## src/rtl/exe_stage_pkg.sv

```systemverilog
// Shared definitions for the execute stage: bus layouts, alu_op bit
// positions and the divider state encoding.
package exe_stage_pkg;

    localparam int DS_ES_W      = 155;
    localparam int ES_MS_W      = 71;
    localparam int RF_COLLECT_W = 39;
    localparam int XLEN         = 32;

    // alu_op bit positions
    localparam int OP_MUL_W   = 18;
    localparam int OP_MULH_W  = 17;
    localparam int OP_MULH_WU = 16;
    localparam int OP_DIV_W   = 15;
    localparam int OP_MOD_W   = 14;
    localparam int OP_DIV_WU  = 13;
    localparam int OP_MOD_WU  = 12;
    localparam int OP_LUI     = 11;
    localparam int OP_SRA     = 10;
    localparam int OP_SRL     = 9;
    localparam int OP_SLL     = 8;
    localparam int OP_XOR     = 7;
    localparam int OP_OR      = 6;
    localparam int OP_NOR     = 5;
    localparam int OP_AND     = 4;
    localparam int OP_SLTU    = 3;
    localparam int OP_SLT     = 2;
    localparam int OP_SUB     = 1;
    localparam int OP_ADD     = 0;

    typedef enum logic [1:0] {
        DIV_IDLE = 2'd0,
        DIV_BUSY = 2'd1,
        DIV_DONE = 2'd2
    } div_state_e;

    // Decode-to-execute bus, MSB first
    typedef struct packed {
        logic [18:0] alu_op;
        logic        res_from_mem;
        logic [31:0] src1;
        logic [31:0] src2;
        logic        mem_we;
        logic        rf_we;
        logic [4:0]  rf_waddr;
        logic [31:0] rkd_value;
        logic [31:0] pc;
    } ds_es_bus_t;

    // Magnitude of a 32-bit operand; unsigned operations pass it through raw.
    function automatic logic [31:0] mag32(input logic [31:0] v, input logic signed_op);
        return (signed_op && v[31]) ? (~v + 32'd1) : v;
    endfunction

endpackage

```

## src/rtl/exe_stage_div_iter.sv

```systemverilog
// div_iter: iterative radix-2 restoring divider. One quotient bit per cycle
// on operand magnitudes, sign correction applied to the held result.
module exe_stage_div_iter
    import exe_stage_pkg::*;
#(
    parameter int DIV_CYCLES = 32
) (
    input  logic        clk,
    input  logic        reset,
    input  logic        start,
    input  logic        signed_op,
    input  logic [31:0] dividend,
    input  logic [31:0] divisor,
    input  logic        ack,
    output logic        done,
    output logic [31:0] quotient,
    output logic [31:0] remainder
);

    localparam logic [4:0] LAST_CNT = 5'(DIV_CYCLES - 1);

    div_state_e  state_q;
    logic        done_q;
    logic [4:0]  cnt_q;
    logic [31:0] rem_q;
    logic [31:0] quo_q;
    logic [31:0] dvs_q;
    logic [31:0] dvd_q;
    logic        q_neg_q;
    logic        r_neg_q;
    logic        dvz_q;

    logic [32:0] rem_shift;
    logic [32:0] rem_sub;
    logic        rem_ge;
    logic [31:0] rem_d;

    // One restoring step: shift in the next dividend bit, subtract if it fits.
    // A zero divisor always "fits", which leaves the quotient all ones.
    always_comb begin
        rem_shift = {rem_q, quo_q[31]};
        rem_sub   = rem_shift - {1'b0, dvs_q};
        rem_ge    = (rem_shift >= {1'b0, dvs_q});
        rem_d     = rem_ge ? rem_sub[31:0] : rem_shift[31:0];
    end

    // Divider FSM with counter and operand/sign capture.
    always_ff @(posedge clk or posedge reset) begin
        if (reset) begin
            state_q <= DIV_IDLE;
            done_q  <= 1'b0;
            cnt_q   <= '0;
            rem_q   <= '0;
            quo_q   <= '0;
            dvs_q   <= '0;
            dvd_q   <= '0;
            q_neg_q <= 1'b0;
            r_neg_q <= 1'b0;
            dvz_q   <= 1'b0;
        end else begin
            case (state_q)
                DIV_IDLE: begin
                    if (start) begin
                        state_q <= DIV_BUSY;
                        cnt_q   <= '0;
                        rem_q   <= '0;
                        quo_q   <= mag32(dividend, signed_op);
                        dvs_q   <= mag32(divisor, signed_op);
                        dvd_q   <= dividend;
                        q_neg_q <= signed_op & (dividend[31] ^ divisor[31]);
                        r_neg_q <= signed_op & dividend[31];
                        dvz_q   <= (divisor == 32'd0);
                    end
                end
                DIV_BUSY: begin
                    rem_q <= rem_d;
                    quo_q <= {quo_q[30:0], rem_ge};
                    cnt_q <= cnt_q + 5'd1;
                    if (cnt_q == LAST_CNT) begin
                        state_q <= DIV_DONE;
                        done_q  <= 1'b1;
                    end
                end
                DIV_DONE: begin
                    if (ack) begin
                        state_q <= DIV_IDLE;
                        done_q  <= 1'b0;
                    end
                end
                default: begin
                    state_q <= DIV_IDLE;
                    done_q  <= 1'b0;
                end
            endcase
        end
    end

    // Sign-correct the held magnitudes; divide-by-zero overrides sign rules.
    always_comb begin
        if (dvz_q) begin
            quotient  = 32'hFFFF_FFFF;
            remainder = dvd_q;
        end else begin
            quotient  = q_neg_q ? (~quo_q + 32'd1) : quo_q;
            remainder = r_neg_q ? (~rem_q + 32'd1) : rem_q;
        end
    end

    assign done = done_q;

endmodule

```

## src/rtl/exe_stage.sv

```systemverilog
// Execute stage: latches the decode bus, computes ALU / multiply / divide
// results, drives the data-SRAM request and reports forwarding info back
// to decode.
module exe_stage
    import exe_stage_pkg::*;
#(
    parameter int DIV_CYCLES = 32
) (
    input  logic                    clk,
    input  logic                    reset,
    input  logic                    ds_to_es_valid,
    output logic                    es_allowin,
    input  logic [DS_ES_W-1:0]      ds_to_es_bus,
    input  logic                    ms_allowin,
    output logic                    es_to_ms_valid,
    output logic [ES_MS_W-1:0]      es_to_ms_bus,
    output logic [RF_COLLECT_W-1:0] es_rf_collect,
    output logic                    data_sram_en,
    output logic [3:0]              data_sram_we,
    output logic [31:0]             data_sram_addr,
    output logic [31:0]             data_sram_wdata
);

    logic       es_valid_q, es_valid_d;
    ds_es_bus_t bus_q, bus_d;

    logic        es_ready_go;
    logic        is_divmod;
    logic        div_signed;
    logic        div_done;
    logic [31:0] div_quo;
    logic [31:0] div_rem;
    logic [31:0] alu_result;
    logic [31:0] es_result;
    logic [63:0] mul_a;
    logic [63:0] mul_b;
    logic [63:0] mul_prod;
    logic        mul_sext;
    logic        not_ready;

    assign is_divmod  = bus_q.alu_op[OP_DIV_W] | bus_q.alu_op[OP_MOD_W]
                      | bus_q.alu_op[OP_DIV_WU] | bus_q.alu_op[OP_MOD_WU];
    assign div_signed = bus_q.alu_op[OP_DIV_W] | bus_q.alu_op[OP_MOD_W];

    assign es_ready_go    = ~is_divmod | div_done;
    assign es_allowin     = ~es_valid_q | (es_ready_go & ms_allowin);
    assign es_to_ms_valid = es_valid_q & es_ready_go;

    // Next-state for the valid bit and the latched decode bus.
    always_comb begin
        es_valid_d = es_allowin ? ds_to_es_valid : es_valid_q;
        bus_d      = (ds_to_es_valid & es_allowin) ? ds_es_bus_t'(ds_to_es_bus) : bus_q;
    end

    // Pipeline register between decode and execute.
    always_ff @(posedge clk or posedge reset) begin
        if (reset) begin
            es_valid_q <= 1'b0;
            bus_q      <= '0;
        end else begin
            es_valid_q <= es_valid_d;
            bus_q      <= bus_d;
        end
    end

    // Twelve-op ALU; lui takes the immediate already positioned by decode in src2.
    always_comb begin
        alu_result = '0;
        if (bus_q.alu_op[OP_ADD])       alu_result = bus_q.src1 + bus_q.src2;
        else if (bus_q.alu_op[OP_SUB])  alu_result = bus_q.src1 - bus_q.src2;
        else if (bus_q.alu_op[OP_SLT])  alu_result = {31'd0, $signed(bus_q.src1) < $signed(bus_q.src2)};
        else if (bus_q.alu_op[OP_SLTU]) alu_result = {31'd0, bus_q.src1 < bus_q.src2};
        else if (bus_q.alu_op[OP_AND])  alu_result = bus_q.src1 & bus_q.src2;
        else if (bus_q.alu_op[OP_NOR])  alu_result = ~(bus_q.src1 | bus_q.src2);
        else if (bus_q.alu_op[OP_OR])   alu_result = bus_q.src1 | bus_q.src2;
        else if (bus_q.alu_op[OP_XOR])  alu_result = bus_q.src1 ^ bus_q.src2;
        else if (bus_q.alu_op[OP_SLL])  alu_result = bus_q.src1 << bus_q.src2[4:0];
        else if (bus_q.alu_op[OP_SRL])  alu_result = bus_q.src1 >> bus_q.src2[4:0];
        else if (bus_q.alu_op[OP_SRA])  alu_result = 32'($signed(bus_q.src1) >>> bus_q.src2[4:0]);
        else if (bus_q.alu_op[OP_LUI])  alu_result = bus_q.src2;
    end

    // 33x33 signed multiply: operands are extended by one bit (sign or zero,
    // mulh.wu zero-extends) and only the low 64 product bits are ever needed,
    // so the product is formed directly at 64 bits.
    always_comb begin
        mul_sext = ~bus_q.alu_op[OP_MULH_WU];
        mul_a    = {{32{mul_sext & bus_q.src1[31]}}, bus_q.src1};
        mul_b    = {{32{mul_sext & bus_q.src2[31]}}, bus_q.src2};
        mul_prod = mul_a * mul_b;
    end

    exe_stage_div_iter #(
        .DIV_CYCLES (DIV_CYCLES)
    ) u_div (
        .clk       (clk),
        .reset     (reset),
        .start     (es_valid_q & is_divmod),
        .signed_op (div_signed),
        .dividend  (bus_q.src1),
        .divisor   (bus_q.src2),
        .ack       (ms_allowin),
        .done      (div_done),
        .quotient  (div_quo),
        .remainder (div_rem)
    );

    // Final result select.
    always_comb begin
        es_result = alu_result;
        if (bus_q.alu_op[OP_MUL_W])                                   es_result = mul_prod[31:0];
        else if (bus_q.alu_op[OP_MULH_W] | bus_q.alu_op[OP_MULH_WU])  es_result = mul_prod[63:32];
        else if (bus_q.alu_op[OP_DIV_W] | bus_q.alu_op[OP_DIV_WU])    es_result = div_quo;
        else if (bus_q.alu_op[OP_MOD_W] | bus_q.alu_op[OP_MOD_WU])    es_result = div_rem;
    end

    // Loads and unfinished divides are not forwardable; decode stalls on them.
    assign not_ready = es_valid_q & (bus_q.res_from_mem | (is_divmod & ~div_done));

    assign es_to_ms_bus  = {bus_q.res_from_mem, bus_q.rf_we, bus_q.rf_waddr, es_result, bus_q.pc};
    assign es_rf_collect = {not_ready, es_valid_q & bus_q.rf_we, bus_q.rf_waddr, es_result};

    assign data_sram_en    = es_valid_q & ms_allowin & (bus_q.res_from_mem | bus_q.mem_we);
    assign data_sram_we    = {4{es_valid_q & bus_q.mem_we & ms_allowin}};
    assign data_sram_addr  = alu_result;
    assign data_sram_wdata = bus_q.rkd_value;

endmodule

```

## config.mk

```make
export PLATFORM = sky130hd
export DESIGN_NAME = exe_stage
export DESIGN_NICKNAME = d
export VERILOG_FILES = /design/src/rtl/exe_stage_pkg.sv /design/src/rtl/exe_stage_div_iter.sv /design/src/rtl/exe_stage.sv
export SDC_FILE = /design/constraint.sdc
export NUM_CORES = 2
export LEC_CHECK = 0
export BUFFER_PORTS_ARGS = -buffer_cell sky130_fd_sc_hd__buf_2
export CORE_MARGIN = 3
export CORE_UTILIZATION = 29
export DETAILED_ROUTE_END_ITERATION = 8
export PLACE_DENSITY_LB_ADDON = 0.2
export SYNTH_ARGS = -nofsm -noshare
export SYNTH_HDL_FRONTEND = slang
export SYNTH_SLANG_ARGS = --single-unit
```

## constraint.sdc

```tcl
create_clock -name clk -period 21.6 [get_ports clk]
set_clock_uncertainty 0.15 [all_clocks]
set_input_delay 4.32 -clock clk [delete_from_list [all_inputs] [get_ports clk]]
set_output_delay 4.32 -clock clk [all_outputs]
set_load 0.03 [all_outputs]
```

==> reports/qor.yml <==
drt:
  wl_per_cell_um: 29.9
  finalWirelength_mm: 319
  drc: 0
  drt_iter0_drc: 5741
  dr_total_vias: 57800
  ant_nets: 0
  first_pass_iters: 6
  viasPerCell: 5.42
timing:
  slew_violations: 0
  finalSetupViolations: 0
  min_period_ns: 16.60
  worst_slew_pin_slew_ns: 1.29
  rsz0062_at_grt: "false"
  slew_headroom_pct: 14.0
  period_share_pct: 76.8
  max_freq_mhz: 60.3
  tns_ns: 0
  hold_violations: 0
  hold_ws_ns: 0.330
floorplanning:
  rows: 173
  die_w_um: 479
  start_util_pct: 29.2
  die_h_um: 479
  coreArea_mm2: 0.223
  io_pins: 340
  die_area_mm2: 0.230
clocking:
  hold_buffers: 0
  cts_tree: "done"
  cts_buffer_depth: 3
  clock_latency_ns: 0.67
  cts-resized-gates: 0
  clkTransAtPathRegs_ns: 0.06
  post_cts_buffers: 0
  root_buffer: "clkbuf_16"
  h-tree-depth: 2
  cts_sinks: 295
  cts_buffers: 42
run_status:
  status: "complete, no violations"
logic_synthesis:
  yosys_warnings: 0
  synth_area_leaders: "fa_1, dfrtp_1, inv_1"
  synth-seq-cells: 295
  ys_seq_area_share_pct: 11.4
  synth.net_count: 9287
  synthCells: 7653
  synth_edf_count: 0
  async_reset_ff_share_pct: 100
  synth_top_cell_by_area: "fa_1"
  yosys_most_used_dff: "dfrtp_1"
  synth.cell_area_mm2: 0.0650
  synth.distinct_cells: 79
  netlist.area_leader.share_pct: 34.7
  syn_avg_cell_area_um2: 8.49
hold_path:
  worstHoldEndpoint: "u_div.dvd_q[10]$_DFFE_PP0P_"
  hold_start: "u_div.dvd_q[10]$_DFFE_PP0P_"
  min_path_type: "reg2reg"
  holdPathStages: 2
critical_path:
  r2r_end: "u_div.dvs_q[28]$_DFFE_PP0P_"
  cp.required_ns: 17.13
  cp-end-kind: "output port"
  reg2reg_from: "bus_q[74]$_DFFE_PP0P_"
  worstSetupPathType: "reg2out"
  critical_path_arrival_ns: 12.13
  regToRegSetupSlack_ns: 16.43
  crit_fanout: 34
  reg2reg_depth: 10
  start_kind: "flop"
placement:
  gp_congestion: 1.02
  dp_hpwl_mm: 242
  portBuffers: 339
global_route:
  grt_pass1_vias: 59400
  antenna_found_initial: 28
  grt_pass1_wl_mm: 452
  grt_overflow_total: 0
  globalRouteTotalUtil_pct: 27.3
  grt_max_degree: 103
finish:
  area_delta_synth_final_pct: 8.97
  fillCellCount: 23800
  nNetsFinal: 9270
  drive_gt1_share_pct: 11.4
flow_run:
  maxCapViolCount: 0
==> worst max-delay path, stage by stage, from the launching register on <==
cell      delay, ns
dfrtp_2        0.34
buf_4          0.41
buf_4          0.43
clkinv_1       0.14
buf_4          0.34
nor3_1         0.68
fa_1           0.55
inv_1          0.23
fa_1           0.50
inv_1          0.20
fa_1           0.50
fa_1           0.91
inv_1          0.37
fa_1           0.57
inv_1          0.06
fa_1           0.54
inv_1          0.06
fa_1           0.45
fa_1           0.49
inv_1          0.04
ha_1           0.38
a21oi_1        0.23
o21ai_0        0.11
or3_1          0.44
a31oi_1        0.62
xor2_1         0.29
a222oi_1       1.15
buf_2          0.37
==> state kept, by name, indices dropped and copies added, names as in the netlist <==
register	flops
bus_q	84
es_to_ms_bus	34
data_sram_wdata	32
u_div.dvd_q	32
u_div.dvs_q	32
u_div.quo_q	32
u_div.rem_q	32
es_rf_collect	5
u_div.cnt_q	5
u_div.state_q	2
es_valid_q	1
u_div.done	1
u_div.dvz_q	1
u_div.q_neg_q	1
u_div.r_neg_q	1
==> layer usage <==
metal	vias to the layer above	routed length [µm]	GRT usage, %
met4	6	19200	13.6
met2	2824	141000	42.4
li1	24300	-	-
met1	30000	132000	36.3
met3	587	27000	5.54
met5	-	39	0
==> cell type report <==
type	instances	area [µm²]	area share [%]
antenna	13	32.5	0.0459
timing repair buffer	550	3280	4.63
inverter	1291	4850	6.85
tap	2975	3720	5.26
multi-input combinational	5456	50100	70.7
clock inverter	22	283	0.399
clock buffer	54	1150	1.62
sequential	295	7420	10.5
==> how the worst max path moves through the flow <==
| stage | cells past startpoint | endpoint | startpoint | slack, ns |
|---|---|---|---|---|
| after floorplan | 32 | es_to_ms_bus[59] | bus_q[72]$_DFFE_PP0P_ | 7.04 |
| after global placement | 27 | es_rf_collect[22] | bus_q[134]$_DFFE_PP0P_ | 6.07 |
| after detailed placement | 27 | es_rf_collect[22] | bus_q[134]$_DFFE_PP0P_ | 5.91 |
| after CTS | 27 | es_rf_collect[22] | bus_q[134]$_DFFE_PP0P_ | 5.20 |
| after global routing | 27 | es_rf_collect[22] | bus_q[134]$_DFFE_PP0P_ | 4.80 |
| final | 27 | es_rf_collect[22] | bus_q[134]$_DFFE_PP0P_ | 5.00 |
==> per-stage QoR <==
step                cells  area (µm²)  setup slack [ns]  util [%]
detailed placement  10600       69400              5.91      31.2
finish              10700       70800              5.00      31.8
CTS                 10600       70800              5.20      31.8
global route        10600       70800              4.80      31.8
floorplan            7653       65000              7.04         -
global placement    10600       69400              6.07      31.2
==> cell usage after synthesis, drive strengths merged (24+ instances only) <==
| cell type | count |
|---|---|
| nor2 | 594 |
| nand4 | 31 |
| nand2b | 36 |
| inv | 1261 |
| a21oi | 303 |
| o31ai | 46 |
| buf | 234 |
| or3 | 26 |
| a211oi | 48 |
| xor2 | 68 |
| ha | 347 |
| o21ai | 454 |
| and3 | 26 |
| clkinv | 30 |
| dfrtp | 295 |
| a31oi | 44 |
| nand2 | 1127 |
| fa | 1128 |
| mux2 | 102 |
| nor4 | 30 |
| mux4 | 71 |
| clkbuf | 377 |
| a21o | 52 |
| o21bai | 24 |
| nand3 | 74 |
| nor2b | 35 |
| a221oi | 39 |
| mux2i | 67 |
| xnor2 | 195 |
| a22oi | 40 |
| nor3 | 86 |
| o211ai | 41 |
| o221ai | 25 |
==> layout by cell type (no fill, tap or decap), drive strengths merged, types with 24 or more instances in the layout <==
cell / instances
o211ai: 41
xnor2: 195
a211oi: 48
nor2b: 35
nand3: 74
o221ai: 25
mux4: 71
buf: 550
clkinv: 43
mux2: 102
nand2: 1127
xor2: 68
or3: 26
fa: 1128
a21oi: 303
o31ai: 46
nor3: 86
a21o: 52
and3: 26
mux2i: 67
inv: 1262
a22oi: 40
a31oi: 44
a221oi: 39
nand4: 31
dfrtp: 295
ha: 347
nand2b: 36
clkbuf: 54
nor4: 30
nor2: 594
o21bai: 24
o21ai: 454
==> kinds of logic after synthesis <==
family	Yosys count	synth area share, %
simple gates	2145	13.8
buf+inv	1902	11.7
fa+ha+maj	1475	41.4
compound gates	1333	12.9
flops	295	11.4
xor+xnor	263	3.54
mux	240	5.26
Power is left out: the tool's default activity adds up to more than one toggle a clock period on the data nets, which glitch-free logic cannot reach.
